==> src/rtl/fastreadout_pkg.sv <==
// Shared types and constants for the fast readout path.
//   router_state_t : packet router FSM states
//   HDR_MARK       : bit 7 of every header byte
//   PKT_BYTES      : bytes per period packet (header, MSB, LSB)
package fastreadout_pkg;

  typedef enum logic [1:0] {
    StIdle = 2'd0,
    StHdr  = 2'd1,
    StMsb  = 2'd2,
    StLsb  = 2'd3
  } router_state_t;

  localparam logic        HDR_MARK  = 1'b1;
  localparam int unsigned PKT_BYTES = 3;

endpackage

==> src/rtl/period_packet_router_if.sv <==
// Byte stream carrying period packets from the router to the output pins.
//   data_out   : packet byte
//   data_valid : data_out holds a valid byte
//   pkt_start  : high with data_valid on header bytes only
//   out_ready  : consumer accepts the current byte
// master = router side, slave = consumer side.
interface period_packet_router_if;
  logic [7:0] data_out;
  logic       data_valid;
  logic       pkt_start;
  logic       out_ready;

  modport master (
    output data_out,
    output data_valid,
    output pkt_start,
    input  out_ready
  );

  modport slave (
    input  data_out,
    input  data_valid,
    input  pkt_start,
    output out_ready
  );
endinterface

==> src/rtl/round_robin_arbiter.sv <==
// Round-robin arbiter: grants the lowest requesting index strictly after the
// last-granted one, wrapping around. The pointer starts at N-1 so index 0
// wins first after reset.
//   clk, rst_n  : clock, async active-low reset
//   req         : request vector
//   advance     : current grant is being taken; move the pointer to it
//   grant_idx   : granted index (valid when grant_valid)
//   grant_valid : at least one request is pending
module round_robin_arbiter #(
  parameter  int unsigned N    = 8,
  localparam int unsigned IdxW = (N > 1) ? $clog2(N) : 1
) (
  input  logic            clk,
  input  logic            rst_n,
  input  logic [N-1:0]    req,
  input  logic            advance,
  output logic [IdxW-1:0] grant_idx,
  output logic            grant_valid
);

  logic [IdxW-1:0] last_q;
  logic [IdxW-1:0] cand_idx;
  int unsigned     cand;

  always_comb begin
    grant_idx   = '0;
    grant_valid = 1'b0;
    cand        = 0;
    cand_idx    = '0;
    for (int unsigned k = 1; k <= N; k++) begin
      cand     = (32'(last_q) + k) % N;
      cand_idx = IdxW'(cand);
      if (!grant_valid && req[cand_idx]) begin
        grant_valid = 1'b1;
        grant_idx   = cand_idx;
      end
    end
  end

  always_ff @(posedge clk or negedge rst_n) begin
    if (!rst_n) begin
      last_q <= IdxW'(N - 1);
    end else if (advance && grant_valid) begin
      last_q <= grant_idx;
    end
  end

endmodule

==> src/rtl/period_packet_router.sv <==
// Collects per-pixel period measurements into single-entry holding buffers
// and serialises them as 3-byte packets {header, MSB, LSB} on a byte stream.
//   clk, rst_n   : clock, async active-low reset
//   period       : PIXELS packed periods, pixel i at [i*COUNTER_BITS +: COUNTER_BITS]
//   period_valid : per-pixel strobe marking a new period value
//   drop_count   : saturating count of measurements overwritten before sending
//   pkt          : output byte stream (data_out/data_valid/pkt_start/out_ready)
// Header = {1, ovf, 0, idx[4:0]}, MSB = {0, value[14:8]}, LSB = value[7:0].
module period_packet_router
  import fastreadout_pkg::*;
#(
  parameter int unsigned PIXELS       = 8,
  parameter int unsigned COUNTER_BITS = 15
) (
  input  logic                           clk,
  input  logic                           rst_n,
  input  logic [PIXELS*COUNTER_BITS-1:0] period,
  input  logic [PIXELS-1:0]              period_valid,
  output logic [7:0]                     drop_count,
  period_packet_router_if.master         pkt
);

  localparam int unsigned IdxW = (PIXELS > 1) ? $clog2(PIXELS) : 1;

  router_state_t state_q, state_d;

  logic [PIXELS-1:0]       pend_q, pend_d;
  logic [PIXELS-1:0]       ovf_q, ovf_d;
  logic [COUNTER_BITS-1:0] pbuf_q [PIXELS];
  logic [COUNTER_BITS-1:0] pbuf_d [PIXELS];
  logic [14:0]             shadow_q, shadow_d;
  logic [7:0]              data_q, data_d;
  logic                    valid_q, valid_d;
  logic                    start_q, start_d;
  logic [7:0]              drop_q, drop_d;

  logic [IdxW-1:0]   grant_idx;
  logic              grant_valid;
  logic              grant_en;
  logic              transfer;
  logic [PIXELS-1:0] drop_ev;
  logic [5:0]        drops;
  logic [8:0]        drop_sum;
  logic [7:0]        header;

  assign transfer = valid_q && pkt.out_ready;
  // A new packet may start when idle, or as the last byte of the current one leaves.
  assign grant_en = grant_valid && ((state_q == StIdle) || ((state_q == StLsb) && transfer));
  assign header   = {HDR_MARK, ovf_q[grant_idx], 1'b0, 5'(grant_idx)};

  round_robin_arbiter #(
    .N (PIXELS)
  ) u_arb (
    .clk         (clk),
    .rst_n       (rst_n),
    .req         (pend_q),
    .advance     (grant_en),
    .grant_idx   (grant_idx),
    .grant_valid (grant_valid)
  );

  // Capture and drop accounting. A strobe on the pixel being granted refills
  // its buffer without counting as a loss; the shadow still takes the old value.
  always_comb begin
    pend_d  = pend_q;
    ovf_d   = ovf_q;
    pbuf_d  = pbuf_q;
    drop_ev = '0;
    for (int i = 0; i < PIXELS; i++) begin
      if (grant_en && (grant_idx == IdxW'(i))) begin
        pend_d[i] = 1'b0;
        ovf_d[i]  = 1'b0;
      end
      if (period_valid[i]) begin
        pbuf_d[i] = period[i*COUNTER_BITS +: COUNTER_BITS];
        pend_d[i] = 1'b1;
        if (pend_q[i] && !(grant_en && (grant_idx == IdxW'(i)))) begin
          ovf_d[i]   = 1'b1;
          drop_ev[i] = 1'b1;
        end
      end
    end
  end

  always_comb begin
    drops = '0;
    for (int i = 0; i < PIXELS; i++) begin
      drops = drops + 6'(drop_ev[i]);
    end
    drop_sum = {1'b0, drop_q} + {3'b000, drops};
    drop_d   = drop_sum[8] ? 8'hFF : drop_sum[7:0];
  end

  // Output FSM. data_out only moves on a transfer or a fresh grant, so it is
  // stable while the consumer stalls.
  always_comb begin
    state_d  = state_q;
    data_d   = data_q;
    valid_d  = valid_q;
    start_d  = start_q;
    shadow_d = shadow_q;
    if (grant_en) begin
      shadow_d = 15'(pbuf_q[grant_idx]);
      data_d   = header;
      valid_d  = 1'b1;
      start_d  = 1'b1;
      state_d  = StHdr;
    end else begin
      unique case (state_q)
        StIdle: ;
        StHdr: begin
          if (transfer) begin
            state_d = StMsb;
            data_d  = {1'b0, shadow_q[14:8]};
            start_d = 1'b0;
          end
        end
        StMsb: begin
          if (transfer) begin
            state_d = StLsb;
            data_d  = shadow_q[7:0];
          end
        end
        StLsb: begin
          if (transfer) begin
            state_d = StIdle;
            valid_d = 1'b0;
            start_d = 1'b0;
          end
        end
        default: state_d = StIdle;
      endcase
    end
  end

  always_ff @(posedge clk or negedge rst_n) begin
    if (!rst_n) begin
      state_q  <= StIdle;
      pend_q   <= '0;
      ovf_q    <= '0;
      shadow_q <= '0;
      data_q   <= '0;
      valid_q  <= 1'b0;
      start_q  <= 1'b0;
      drop_q   <= '0;
      for (int i = 0; i < PIXELS; i++) begin
        pbuf_q[i] <= '0;
      end
    end else begin
      state_q  <= state_d;
      pend_q   <= pend_d;
      ovf_q    <= ovf_d;
      shadow_q <= shadow_d;
      data_q   <= data_d;
      valid_q  <= valid_d;
      start_q  <= start_d;
      drop_q   <= drop_d;
      pbuf_q   <= pbuf_d;
    end
  end

  assign pkt.data_out   = data_q;
  assign pkt.data_valid = valid_q;
  assign pkt.pkt_start  = start_q;
  assign drop_count     = drop_q;

endmodule

==> src/flat_wrapper.sv <==
// flat-port wrapper written by rule: the top's interface ports become plain ports
module period_packet_router_flat import fastreadout_pkg::*;
#(
  parameter int unsigned PIXELS       = 8,
  parameter int unsigned COUNTER_BITS = 15
)
  (clk, rst_n, period, period_valid, drop_count, pkt_data_out, pkt_data_valid, pkt_pkt_start, pkt_out_ready);
  period_packet_router_if pkt_i ();
  input  logic clk;
  input  logic rst_n;
  input  logic [PIXELS*COUNTER_BITS-1:0] period;
  input  logic [PIXELS-1:0] period_valid;
  output logic [7:0] drop_count;
  output wire logic [$bits(pkt_i.data_out)-1:0] pkt_data_out;
  output wire logic [$bits(pkt_i.data_valid)-1:0] pkt_data_valid;
  output wire logic [$bits(pkt_i.pkt_start)-1:0] pkt_pkt_start;
  input wire logic [$bits(pkt_i.out_ready)-1:0] pkt_out_ready;
  assign pkt_data_out = pkt_i.data_out;
  assign pkt_data_valid = pkt_i.data_valid;
  assign pkt_pkt_start = pkt_i.pkt_start;
  assign pkt_i.out_ready = pkt_out_ready;
  period_packet_router #(.PIXELS(PIXELS), .COUNTER_BITS(COUNTER_BITS)) u_core (.clk(clk), .rst_n(rst_n), .period(period), .period_valid(period_valid), .drop_count(drop_count), .pkt(pkt_i));
endmodule
==> config.mk <==
export PLATFORM = sky130hd
export DESIGN_NAME = period_packet_router_flat
export DESIGN_NICKNAME = d
export VERILOG_FILES = /design/src/rtl/fastreadout_pkg.sv /design/src/rtl/period_packet_router_if.sv /design/src/rtl/round_robin_arbiter.sv /design/src/rtl/period_packet_router.sv /design/src/flat_wrapper.sv
export SDC_FILE = /design/constraint.sdc
export NUM_CORES = 1
export LEC_CHECK = 0
export CORE_MARGIN = 2
export CORE_UTILIZATION = 43
export DETAILED_ROUTE_END_ITERATION = 12
export PLACE_DENSITY = 0.63
export SLEW_MARGIN = 20
export SYNTH_ARGS = -nofsm -noshare
export SYNTH_HDL_FRONTEND = slang
export SYNTH_SLANG_ARGS = --single-unit
==> constraint.sdc <==
create_clock -name clk -period 19.7 [get_ports clk]
set_input_delay 4.925 -clock clk [delete_from_list [all_inputs] [get_ports clk]]
set_output_delay 4.925 -clock clk [all_outputs]
set_load 0.005 [all_outputs]
# Word-level counts from Yosys, hierarchy flattened
# Cells that the tools add are included.
# op_classes
bitwise_logic,1
n_addsub,16
n_eq_ne,13
magnitude_cmp,10
muxes,108
n_reduce_logical,63
# ops
operator,count
$mux W1,78
$bmux W15 S3,1
$add A6 B1 Y6,6
$lt A3 B4 Y1 const B,9
$mux W8,4
$mux W15,2
$bmux W1 S3,9
$logic_and A1 B1 Y1,27
$mux W3,8
$reduce_bool A2 Y1,11
$pmux W8 S2,1
$logic_not A1 Y1,15
$add A3 B3 Y3 const B,4
$eq A3 B3 Y1 const B,4
$add A8 B6 Y9,1
$ne A3 B1 Y1 const B,3
$mux W2,4
$add A3 B1 Y3 const B,2
$add A3 B2 Y3 const B,2
$eq A3 B2 Y1 const B,2
$pmux W2 S3,1
$eq A2 B2 Y1 const B,2
$ge A4 B4 Y1 const B,1
$not A3 Y4,1
12 further kinds,13
# totals
out_inout_bits,18
in_bits,131
reg_bits,174
wordCells,235

# Depth between registers and ports, before layout
# Gate-level depths: netlist of the first run.
# depth
ltp_word,40
mapped_depth,34
mapped_depth_nobuf,28

# By module
# From an unflattened synthesis of the first run, not the netlist that was laid out.
# hier_totals
hier_cells,670
area_unflattened_um2,8917.3
# modules_own_cells
mod,n_inst,cells_per_inst,area_per_inst_um2,seq_area_each_um2
period_packet_router,1,550,7797.5,4279.1
round_robin_arbiter,1,120,1119.8,78.8

# Worst setup path after synthesis of the first run
# Ideal clock, no wire load.
# synth_timing
kind,input-to-reg
start,input port pkt_out_ready
end,"register u_core.drop_q[5], in the netlist u_core.drop_count[5]"
t_arrival_ps,9564
setup_ps,123
path_stages,22
t_required_ps,19577
setup_slack_ps,10013
n_path_buf,1
cell_sequence,a31oi_1 > a31oi_2 > nor3b_4 > buf_6 > nand2_1 > and3_1 > ha_1 > inv_1 > fa_1 > fa_1 > inv_1 > fa_1 > inv_1 > fa_1 > inv_1 > ha_1 > a21o_1 > a21oi_1 > nor2b_1 > o21ai_0 > xor2_1 > nand2_1
# synth_between
elab_chain_cells,18
word_cells_on_any_way,53
cone_classes,8 x add/sub; 17 x mux; 28 x reduce/logical
# synth_rtl
item,line,rtl
"start, declared",flat_wrapper.sv:17,input wire logic [$bits(pkt_i.out_ready)-1:0] pkt_out_ready;
$logic_and A1 B1 Y1 *,period_packet_router.sv:46,assign transfer = valid_q && pkt.out_ready;
$logic_and A1 B1 Y1 *,period_packet_router.sv:48,assign grant_en = grant_valid && ((state_q == StIdle) || ((state_q == StLsb) && transfer));
$logic_or A1 B1 Y1 *,period_packet_router.sv:48,
$logic_and A1 B1 Y1 *,period_packet_router.sv:48,
$logic_and A1 B1 Y1,period_packet_router.sv:77,if (pend_q[i] && !(grant_en && (grant_idx == IdxW'(i)))) begin
$logic_not A1 Y1,period_packet_router.sv:77,
$logic_and A1 B1 Y1,period_packet_router.sv:77,
$mux W1,period_packet_router.sv:77,
$mux W1,period_packet_router.sv:74,if (period_valid[i]) begin
$add A1 B1 Y2,period_packet_router.sv:88,drops = drops + 6'(drop_ev[i]);
$add A6 B1 Y6 (5 in series),period_packet_router.sv:88,
$add A6 B1 Y6 *,period_packet_router.sv:88,
$add A8 B6 Y9 *,period_packet_router.sv:90,"drop_sum = {1'b0, drop_q} + {3'b000, drops};"
$mux W8 *,period_packet_router.sv:91,drop_d = drop_sum[8] ? 8'hFF : drop_sum[7:0];
named net u_core.drop_d[5],period_packet_router.sv:35,"logic [7:0] drop_q, drop_d;"
"end signal, assigned",period_packet_router.sv:157,drop_q <= drop_d;
"end, declared",period_packet_router.sv:35,
# The timed path passes the listed nets; every way through them passes the cells marked *.
# A chain may end at the register's enable or synchronous reset.

# Worst setup path after layout of the first run
# Ends and elaborated chain as after synthesis.

==> reports/metrics.csv, run 1 <==
stage;metric;value;unit
run_status;status;completed;
placed_design;gpl congestion;0.814;
global_routing;number of global-route vias before repair;6640;
logic_synthesis;Syn Area/Cell;12.0;um2
routing;drt first pass iters;4;
final_layout;Layout Cell Area excl Fill;11300;um2
logic_synthesis;Synth Instances;763;
final_layout;fill cell count;1836;
pwr;Leakage Power;4.55;nW
clock_tree;root buf cell;clkbuf_16;
sta;TNS Setup;0;ns
final_layout;# nets final;1038;
sta;final setup skew;0.00797;ns
clock_tree;post-CTS setup buffers;0;
worst_setup_path;CP Cell Sequence;clkdlybuf4s50_1 -> a31oi_1 -> a31oi_2 -> buf_4 -> nor3b_4 -> nand2_1 -> and3_1 -> ha_1 -> inv_1 -> fa_1 -> fa_1 -> inv_1 -> fa_1 -> inv_1 -> fa_1 -> inv_1 -> ha_1 -> a21o_1 -> a21oi_1 -> nor2b_1 -> o21ai_0 -> xor2_1 -> nand2_1;
logic_synthesis;Yosys warnings;0;
routing;Vias;6404;
final_layout;layout cells sized above 1;21.4;%
global_routing;GRT Overall Usage;21.1;%
worst_setup_path;Crit Path Max Fanout;36;
pwr;Internal Power;0.653;mW
clock_tree;Max Root-Sink Buffers;2;
logic_synthesis;asr flop ratio synth;100;%
clock_tree;TritonCTS clock tree;yes;
worst_setup_path;slowest cell delay on critical path;0.74;ns
sta;Tmin final;10.56;ns
final_layout;ant diodes;0;
routing;1st-iter DRT viols;341;
floorplanning;# rows;53;
pwr;Clk pwr share;36.6;%
worst_setup_path;WP data arrival;10.87;ns
logic_synthesis;Post-Syn Area;9160;um2
floorplanning;die area;22500;um2
sta;final setup violation count;0;
logic_synthesis;number of synthesized flops with an enable pin;0;
clock_tree;Worst-Skew Late Latency;0.43;ns
routing;Routed WL;22.7;mm
sta;Least-Margin Pin Slew;0.960;ns
flow_run;max_cap viols;0;
clock_tree;H-Tree Depth;4;
final_layout;Finished Layout Cells;1177;
pwr;Net Sw Frac;26.0;%
floorplanning;IO Pins;149;
worst_setup_path;worst path required time;20.02;ns
global_routing;first-pass GRT wire length;36.1;mm
placed_design;I/O Buffers;148;
worst_setup_path;crit path launch type;input pin;
logic_synthesis;#FFs+latches synth;174;
logic_synthesis;Unique masters post-synth;59;
placed_design;Placed Area;10800;um2
floorplanning;die width;150;um
global_routing;largest net degree at the start of global routing;99;
worst_setup_path;Worst Setup End Kind;flop;
logic_synthesis;post-synthesis sequential area ratio;47.6;%
min_path;worst min path class;reg -> reg;
sta;Final period util;53.6;%
pwr;Power Dens Cells;77.9;nW/um2
routing;drt drc;0;
logic_synthesis;Synth Flop Type;dfrtp_1;
floorplanning;Die Y;150;um
global_routing;grt total ovfl;0;
final_layout;most frequent cells in the layout;171 x dfrtp_1, 147 x clkdlybuf4s50_1, 124 x mux2_2;
routing;drt via density;5.44;
sta;slew margin rel.;36.0;%
routing;remaining antenna violation count;0;
clock_tree;Clock Sinks;174;
sta;RSZ-0062 raised after global routing;false;
clock_tree;CTS buffer count;17;
final_layout;commonest non-fill, non-tap cell in the layout;dfrtp_1;
clock_tree;count of cells resized by post-cts repair;0;
sta;fin. max-slew vios;0;
floorplanning;core area;21000;um2
floorplanning;starting density of the core;43.7;%
placed_design;Final HPWL DP;16.9;mm
routing;wire per inst;19.3;um
sta;FMAX;0.0947;GHz
pwr;sequential power share;46.7;%
pwr;Max VDD drop;0.0000516;V
clock_tree;clock-pin slew of the registers on the worst-case setup and hold paths;0.07;ns
logic_synthesis;syn nets;912;
worst_setup_path;crit path kind;in -> reg;
sta;final hold vios;0;
pwr;Combinational Power Share;16.6;%
clock_tree;hold_buf cts;0;
worst_setup_path;Slowest-stage cell, CP;nor3b_4;
final_layout;area growth from synthesis to layout;23.7;%
global_routing;initial antenna violation count;1;
placed_design;placed cell count;1145;
pwr;Psw;0.229;mW
## cell usage after synthesis (all sizes together) (4+ instances only)
master | number | area (um2)
buf | 31 | 221
nor2 | 45 | 171
nand3 | 7 | 35.0
a21o | 15 | 113
a21oi | 43 | 215
nor3b | 4 | 41.3
and3 | 21 | 131
a221oi | 4 | 35.0
nand2b | 14 | 87.6
ha | 13 | 163
mux2 | 124 | 1400
mux2i | 87 | 883
inv | 17 | 63.8
and2 | 4 | 25.0
dfrtp | 171 | 4280
fa | 5 | 100
o21ai | 14 | 70.1
a211oi | 4 | 30.0
a22oi | 18 | 140
mux4 | 12 | 270
nor2b | 6 | 37.5
clkbuf | 21 | 78.8
nand2 | 38 | 143
## stage by stage
step | util, % | worst slack, ns | total power [mW] | hold slack [ns]
4_1_cts | 54.1 | 9.14 | 0.892 | 0.503
2_1_floorplan | - | 10.01 | 0.491 | 0.462
3_3_place_gp | 51.4 | 8.91 | 0.559 | 0.489
3_5_place_dp | 51.4 | 8.70 | 0.569 | 0.488
6_report | 54.1 | 9.14 | 0.882 | 0.502
5_1_grt | 54.1 | 8.72 | 0.925 | 0.515
## cells by family (layout without fill, tap and decap cells)
group                      Yosys count  after routing  share of synthesized area (%)
and+or+nand+nor                    150            150                           8.13
xor gates and xnor gates             5              5                          0.478
AOI/OAI and AO/OA                  123            123                           9.07
buffers and inverters               70            209                           4.02
DFF                                174            174                           47.6
muxes                              223            223                           27.8
adders and majority gates           18             18                           2.87
## worst paths after layout
path / startpoint / to / slack [ns] / cells after the start
setup reg to reg: u_core.u_arb.last_q[0]$_DFFE_PN1P_ / u_core.drop_count[5]$_DFF_PN0_ / 10.80 / 27
setup / recovery: pkt_out_ready / u_core.drop_count[5]$_DFF_PN0_ / 9.14 / 23
hold / removal: u_core.pkt.data_out[7]$_DFFE_PN0P_ / u_core.pkt.data_out[7]$_DFFE_PN0P_ / 0.50 / 1
max in group asynchronous: rst_n / u_core.pbuf_q[104]$_DFFE_PN0P_ / 13.62 / 2
hold reg to reg: u_core.pkt.data_out[7]$_DFFE_PN0P_ / u_core.pkt.data_out[7]$_DFFE_PN0P_ / 0.50 / 1
min in group asynchronous: rst_n / u_core.pbuf_q[5]$_DFFE_PN0P_ / 4.55 / 1
## final cells by class
class	count	area, um2	share of cell area (%)
Tap cell	275	344	3.04
Clock inverter	14	135	1.19
Multi-Input combinational cell	519	4430	39.1
Sequential cell	174	4360	38.5
Inverter	18	67.6	0.596
Timing Repair Buffer	159	1570	13.8
Clock buffer	18	429	3.79
## power by group through the flow
stage               logic [mW]  registers [mW]  clock network (mW)
floorplan               0.0775           0.413                   0
global placement         0.142           0.418                   0
detailed placement       0.150           0.419                   0
CTS                      0.150           0.412               0.330
global route             0.165           0.416               0.345
finish                   0.147           0.412               0.323
## worst max-delay path, delay by kind of cell
family                     cells  cell delay, ns
AOI/OAI and AO/OA              5            0.93
xor gates and xnor gates       1            0.20
adders and majority gates      6            2.41
buffers and inverters          6            1.12
and+or+nand+nor                5            1.28
## per-layer routing
layer  wire (um)  share of wire [%]  up-vias  track usage [%]
met5          11              0.048        -                0
met4         414                1.8        2             5.99
met3         887                3.9       28             4.24
met2       11600                 51      147             35.9
met1        9830                 43     3226             27.3
li1            -                  -     3001                -
## flip-flops by register name, indices dropped and copies added (netlist names)
name,flops
u_core.pbuf_q,120
u_core.u_arb.last_q,3
u_core.pkt.data_valid,1
u_core.drop_count,8
u_core.shadow_q,15
u_core.pkt.pkt_start,1
u_core.state_q,2
u_core.ovf_q,8
u_core.pkt.data_out,8
u_core.pend_q,8
No activity file was read; power rests on OpenSTA's default activity.
==> inputs of run 2 (changes only) <==
Clock period 19.7 ns to 10.7 ns, I/O delays scaled along.
==> reports/metrics.csv, run 2 (synthesis gave the netlist of run 1 again) <==
stage;metric;value;unit
global_routing;largest net degree at the start of global routing;97;
worst_setup_path;crit path kind;reg -> reg;
final_layout;most frequent cells in the layout;171 x dfrtp_1, 147 x clkdlybuf4s50_1, 124 x mux2_2;
sta;final setup violation count;0;
floorplanning;core area;21000;um2
routing;Vias;6445;
sta;fin. max-slew vios;0;
floorplanning;IO Pins;149;
clock_tree;H-Tree Depth;4;
floorplanning;Die Y;150;um
clock_tree;root buf cell;clkbuf_16;
final_layout;commonest non-fill, non-tap cell in the layout;dfrtp_1;
flow_run;max_cap viols;0;
clock_tree;Clock Sinks;174;
routing;drt via density;5.46;
worst_setup_path;WP data arrival;9.18;ns
clock_tree;CTS buffer count;17;
floorplanning;die width;150;um
global_routing;GRT Overall Usage;21.1;%
worst_setup_path;Worst Setup End Kind;flop;
global_routing;number of global-route vias before repair;6789;
pwr;Power Dens Cells;143;nW/um2
final_layout;layout cells sized above 1;21.4;%
sta;Least-Margin Pin Slew;0.920;ns
sta;RSZ-0062 raised after global routing;false;
worst_setup_path;crit path launch type;flop;
worst_setup_path;Crit Path Max Fanout;22;
run_status;status;completed;
routing;drt drc;0;
clock_tree;Worst-Skew Late Latency;0.43;ns
clock_tree;post-CTS setup buffers;0;
final_layout;multi-input logic area;4430;um2
routing;1st-iter DRT viols;330;
floorplanning;starting density of the core;43.7;%
floorplanning;die area;22500;um2
global_routing;initial antenna violation count;1;
final_layout;Largest regs;u_core.pbuf_q x120, u_core.shadow_q x15;
final_layout;area growth from synthesis to layout;24.1;%
sta;slew margin rel.;38.5;%
pwr;Leakage Power;4.55;nW
sta;final setup skew;0.0101;ns
final_layout;total area of sequential cells;4360;um2
clock_tree;TritonCTS clock tree;yes;
pwr;Max VDD drop;0.000107;V
final_layout;fill cell count;1828;
sta;TNS Setup;0;ns
sta;final hold vios;0;
clock_tree;clock-pin slew of the registers on the worst-case setup and hold paths;0.07;ns
global_routing;first-pass GRT wire length;36.2;mm
sta;FMAX;0.113;GHz
sta;Tmin final;8.87;ns
sta;Final period util;82.9;%
final_layout;Most flops, register;u_core.pbuf_q;
pwr;Power Total;1.62;mW
placed_design;gpl congestion;0.813;
placed_design;I/O Buffers;148;
clock_tree;hold_buf cts;0;
floorplanning;# rows;53;
final_layout;max FFs per register;120;
worst_setup_path;worst path required time;11.01;ns
final_layout;# nets final;1039;
routing;drt first pass iters;8;
routing;remaining antenna violation count;0;
sta;hold_ws;0.507;ns
clock_tree;count of cells resized by post-cts repair;0;
placed_design;Final HPWL DP;17.0;mm
clock_tree;Max Root-Sink Buffers;2;
routing;Routed WL;22.9;mm
global_routing;grt total ovfl;0;
routing;wire per inst;19.4;um
min_path;worst min path class;reg -> reg;
[run 2: power by group]
part	switching [mW]	leakage, nW	internal (mW)
clock	0.271	0.263	0.326
combinational	0.110	2.25	0.158
sequential	0.0396	2.04	0.720
total	0.420	4.55	1.20
[run 2: final cells by class]
cell class	count	share of cell area, %
multi-input combinational	519	39.0
clock buffer	19	3.81
antenna	2	0.0440
tap	275	3.03
timing repair buffer	160	14.0
clock inverter	13	1.17
inverter	18	0.595
sequential	174	38.3
[run 2: per-stage QoR]
| stage | area, um2 | setup slack, ns | instances | util (%) |
|---|---|---|---|---|
| 6_report | 11400 | 1.83 | 1180 | 54.2 |
| 4_1_cts | 11300 | 1.83 | 1177 | 54.1 |
| 3_5_place_dp | 10800 | 1.82 | 1145 | 51.4 |
| 5_1_grt | 11400 | 1.18 | 1178 | 54.2 |
| 3_3_place_gp | 10800 | 1.97 | 1145 | 51.4 |
| 2_1_floorplan | 9160 | 3.22 | 763 | - |
[run 2: routing by layer]
layer / part of all wire, % / GRT usage, % / vias to the layer above
li1: - / - / 3005
met1: 42 / 26.2 / 3220
met2: 51 / 36.8 / 186
met3: 4.9 / 4.60 / 32
met4: 2.0 / 6.60 / 2
met5: 0.057 / 0 / -
[run 2: worst paths after layout]
| check | start | to | slack, ns | cells past startpoint |
|---|---|---|---|---|
| setup / recovery | u_core.u_arb.last_q[0]$_DFFE_PN1P_ | u_core.drop_count[7]$_DFF_PN0_ | 1.83 | 27 |
| hold / removal | u_core.pbuf_q[92]$_DFFE_PN0P_ | u_core.pbuf_q[92]$_DFFE_PN0P_ | 0.51 | 1 |
| setup reg to reg | u_core.u_arb.last_q[0]$_DFFE_PN1P_ | u_core.drop_count[7]$_DFF_PN0_ | 1.83 | 27 |
| hold reg to reg | u_core.pbuf_q[92]$_DFFE_PN0P_ | u_core.pbuf_q[92]$_DFFE_PN0P_ | 0.51 | 1 |
| max in group asynchronous | rst_n | u_core.u_arb.last_q[2]$_DFFE_PN1P_ | 7.12 | 3 |
| min in group asynchronous | rst_n | u_core.pbuf_q[5]$_DFFE_PN0P_ | 2.30 | 1 |
[run 2: worst max-delay path, stage by stage, from the launching register on]
cell and delay (ns):
dfstp_2 0.84, clkinv_1 0.38, ha_1 0.81, mux2i_1 0.18, mux4_2 0.50, a32oi_2 0.36
nor2_1 0.17, a31oi_2 0.60, nor3b_4 0.87, nand2_1 0.16, and3_1 0.23, ha_1 0.27
inv_1 0.05, fa_1 0.50, fa_1 0.54, inv_1 0.06, fa_1 0.43, inv_1 0.08
fa_1 0.44, inv_1 0.08, ha_1 0.22, a21o_1 0.16, a21oi_1 0.17, nor2b_1 0.07
o21ai_0 0.32, nor2_1 0.08, nor2_1 0.11, a21oi_1 0.06
==> inputs of run 3 (changes only) <==
Clock period 10.7 ns to 8.4 ns, I/O delays scaled along.
==> reports/metrics.csv, run 3 (synthesis gave the netlist of run 1 again) <==
stage;metric;value;unit
flow_run;max_cap viols;0;
placed_design;Place WS;0.425;ns
floorplanning;starting density of the core;43.7;%
sta;setup ws final;0.470;ns
sta;RSZ-0062 raised after global routing;false;
worst_setup_path;Crit Path Max Fanout;18;
final_layout;Most flops, register;u_core.pbuf_q;
floorplanning;Die Y;150;um
pwr;Power Total;2.10;mW
routing;drt drc;0;
run_status;status;completed;
sta;slew margin rel.;37.4;%
global_routing;initial antenna violation count;5;
global_routing;number of global-route vias before repair;6960;
sta;final hold vios;0;
final_layout;max FFs per register;120;
pwr;Power Dens Cells;184;nW/um2
worst_setup_path;Worst Setup End Kind;flop;
clock_tree;clock-pin slew of the registers on the worst-case setup and hold paths;0.07;ns
routing;drt via density;5.48;
floorplanning;core area;21000;um2
final_layout;Largest regs;u_core.pbuf_q x120, u_core.shadow_q x15;
pwr;Leakage Power;4.60;nW
final_layout;commonest non-fill, non-tap cell in the layout;dfrtp_1;
final_layout;area growth from synthesis to layout;24.8;%
global_routing;GRT Overall Usage;22.0;%
sta;final setup violation count;0;
clock_tree;Worst-Skew Late Latency;0.42;ns
routing;remaining antenna violation count;0;
sta;TNS Setup;0;ns
clock_tree;TritonCTS clock tree;yes;
placed_design;Final HPWL DP;17.1;mm
sta;Least-Margin Pin Slew;0.938;ns
sta;FMAX;0.126;GHz
floorplanning;die width;150;um
clock_tree;post-CTS setup buffers;0;
global_routing;largest net degree at the start of global routing;101;
final_layout;most frequent cells in the layout;171 x dfrtp_1, 147 x clkdlybuf4s50_1, 124 x mux2_2;
sta;Final period util;94.4;%
clock_tree;hold_buf cts;0;
pwr;Max VDD drop;0.000154;V
routing;wire per inst;19.7;um
placed_design;gpl congestion;0.867;
worst_setup_path;WP data arrival;8.24;ns
placed_design;I/O Buffers;148;
clock_tree;count of cells resized by post-cts repair;0;
final_layout;Core Util, Final;54.5;%
floorplanning;IO Pins;149;
routing;Routed WL;23.4;mm
final_layout;fill cell count;1829;
final_layout;layout cells sized above 1;22.0;%
routing;Vias;6496;
worst_setup_path;crit path launch type;flop;
sta;final setup skew;0.00943;ns
sta;hold_ws;0.507;ns
final_layout;# nets final;1044;
sta;Tmin final;7.93;ns
worst_setup_path;worst path required time;8.71;ns
routing;1st-iter DRT viols;405;
clock_tree;Clock Sinks;174;
floorplanning;# rows;53;
clock_tree;CTS buffer count;17;
worst_setup_path;crit path kind;reg -> reg;
min_path;worst min path class;reg -> reg;
clock_tree;H-Tree Depth;4;
floorplanning;die area;22500;um2
worst_setup_path;slack of the worst reg-to-reg path;0.47;ns
worst_setup_path;Slowest-stage cell, CP;dfstp_2;
clock_tree;root buf cell;clkbuf_16;
clock_tree;Max Root-Sink Buffers;2;
worst_setup_path;slowest cell delay on critical path;0.78;ns
global_routing;grt total ovfl;0;
routing;drt first pass iters;4;
global_routing;first-pass GRT wire length;37.8;mm
sta;fin. max-slew vios;0;
## run 3: cell types whose count changed in the layout (fill, tap and decap cells not counted), sizes merged
cell      before  now
clkinvlp       4    1
inv           22   23
clkbuf        19   18
diode          2    3
bufinv         1    2
buf           13   18
clkinv         4    6
## run 3: final cells by class
type                       count  area, um2  share of cell area, %
sequential                   174       4360                   38.1
clock buffer                  18        439                   3.84
clock inverter                14        158                   1.38
antenna                        3       7.51                 0.0657
timing repair buffer         165       1620                   14.2
tap                          275        344                   3.01
inverter                      18       67.6                  0.591
multi-input combinational    519       4430                   38.8
## run 3: worst max-delay path: cells and delay by family (launching register included)
kind / cells / cell delay [ns]
AO/OA/AOI/OAI: 6 / 1.90
XOR/XNOR: 1 / 0.19
adder cells (fa/ha/maj): 6 / 2.82
buffers and inverters: 5 / 0.66
flip-flops: 1 / 0.78
multiplexers: 2 / 0.70
AND/OR/NAND/NOR: 6 / 0.74
## run 3: through the flow
| step | cell area, um2 | std cells |
|---|---|---|
| 2_1_floorplan | 9160 | 763 |
| 3_3_place_gp | 10800 | 1151 |
| 3_5_place_dp | 10800 | 1151 |
| 4_1_cts | 11400 | 1183 |
| 5_1_grt | 11400 | 1184 |
| 6_report | 11400 | 1186 |
## run 3: path summary, 6_finish.rpt
| path | endpoint | startpoint | cells past startpoint |
|---|---|---|---|
| min in group asynchronous | u_core.pbuf_q[33]$_DFFE_PN0P_ | rst_n | 1 |
| max reg2reg | u_core.drop_count[5]$_DFF_PN0_ | u_core.u_arb.last_q[1]$_DFFE_PN1P_ | 26 |
| max | u_core.drop_count[5]$_DFF_PN0_ | u_core.u_arb.last_q[1]$_DFFE_PN1P_ | 26 |
| min reg2reg | u_core.pbuf_q[102]$_DFFE_PN0P_ | u_core.pbuf_q[102]$_DFFE_PN0P_ | 1 |
| min | u_core.pbuf_q[102]$_DFFE_PN0P_ | u_core.pbuf_q[102]$_DFFE_PN0P_ | 1 |
| max in group asynchronous | u_core.pbuf_q[46]$_DFFE_PN0P_ | rst_n | 2 |
## run 3: per-layer routing
metal / track usage (%) / wire [um] / up-vias
li1: - / - / 3028
met5: 0 / 0 / -
met3: 5.73 / 1260 / 36
met2: 37.3 / 12000 / 156
met4: 8.11 / 705 / 0
met1: 27.1 / 9440 / 3276
## run 3: where the power goes
| group | switching, mW | internal, mW |
|---|---|---|
| clock network | 0.344 | 0.453 |
| registers | 0.0492 | 0.917 |
| logic | 0.138 | 0.201 |
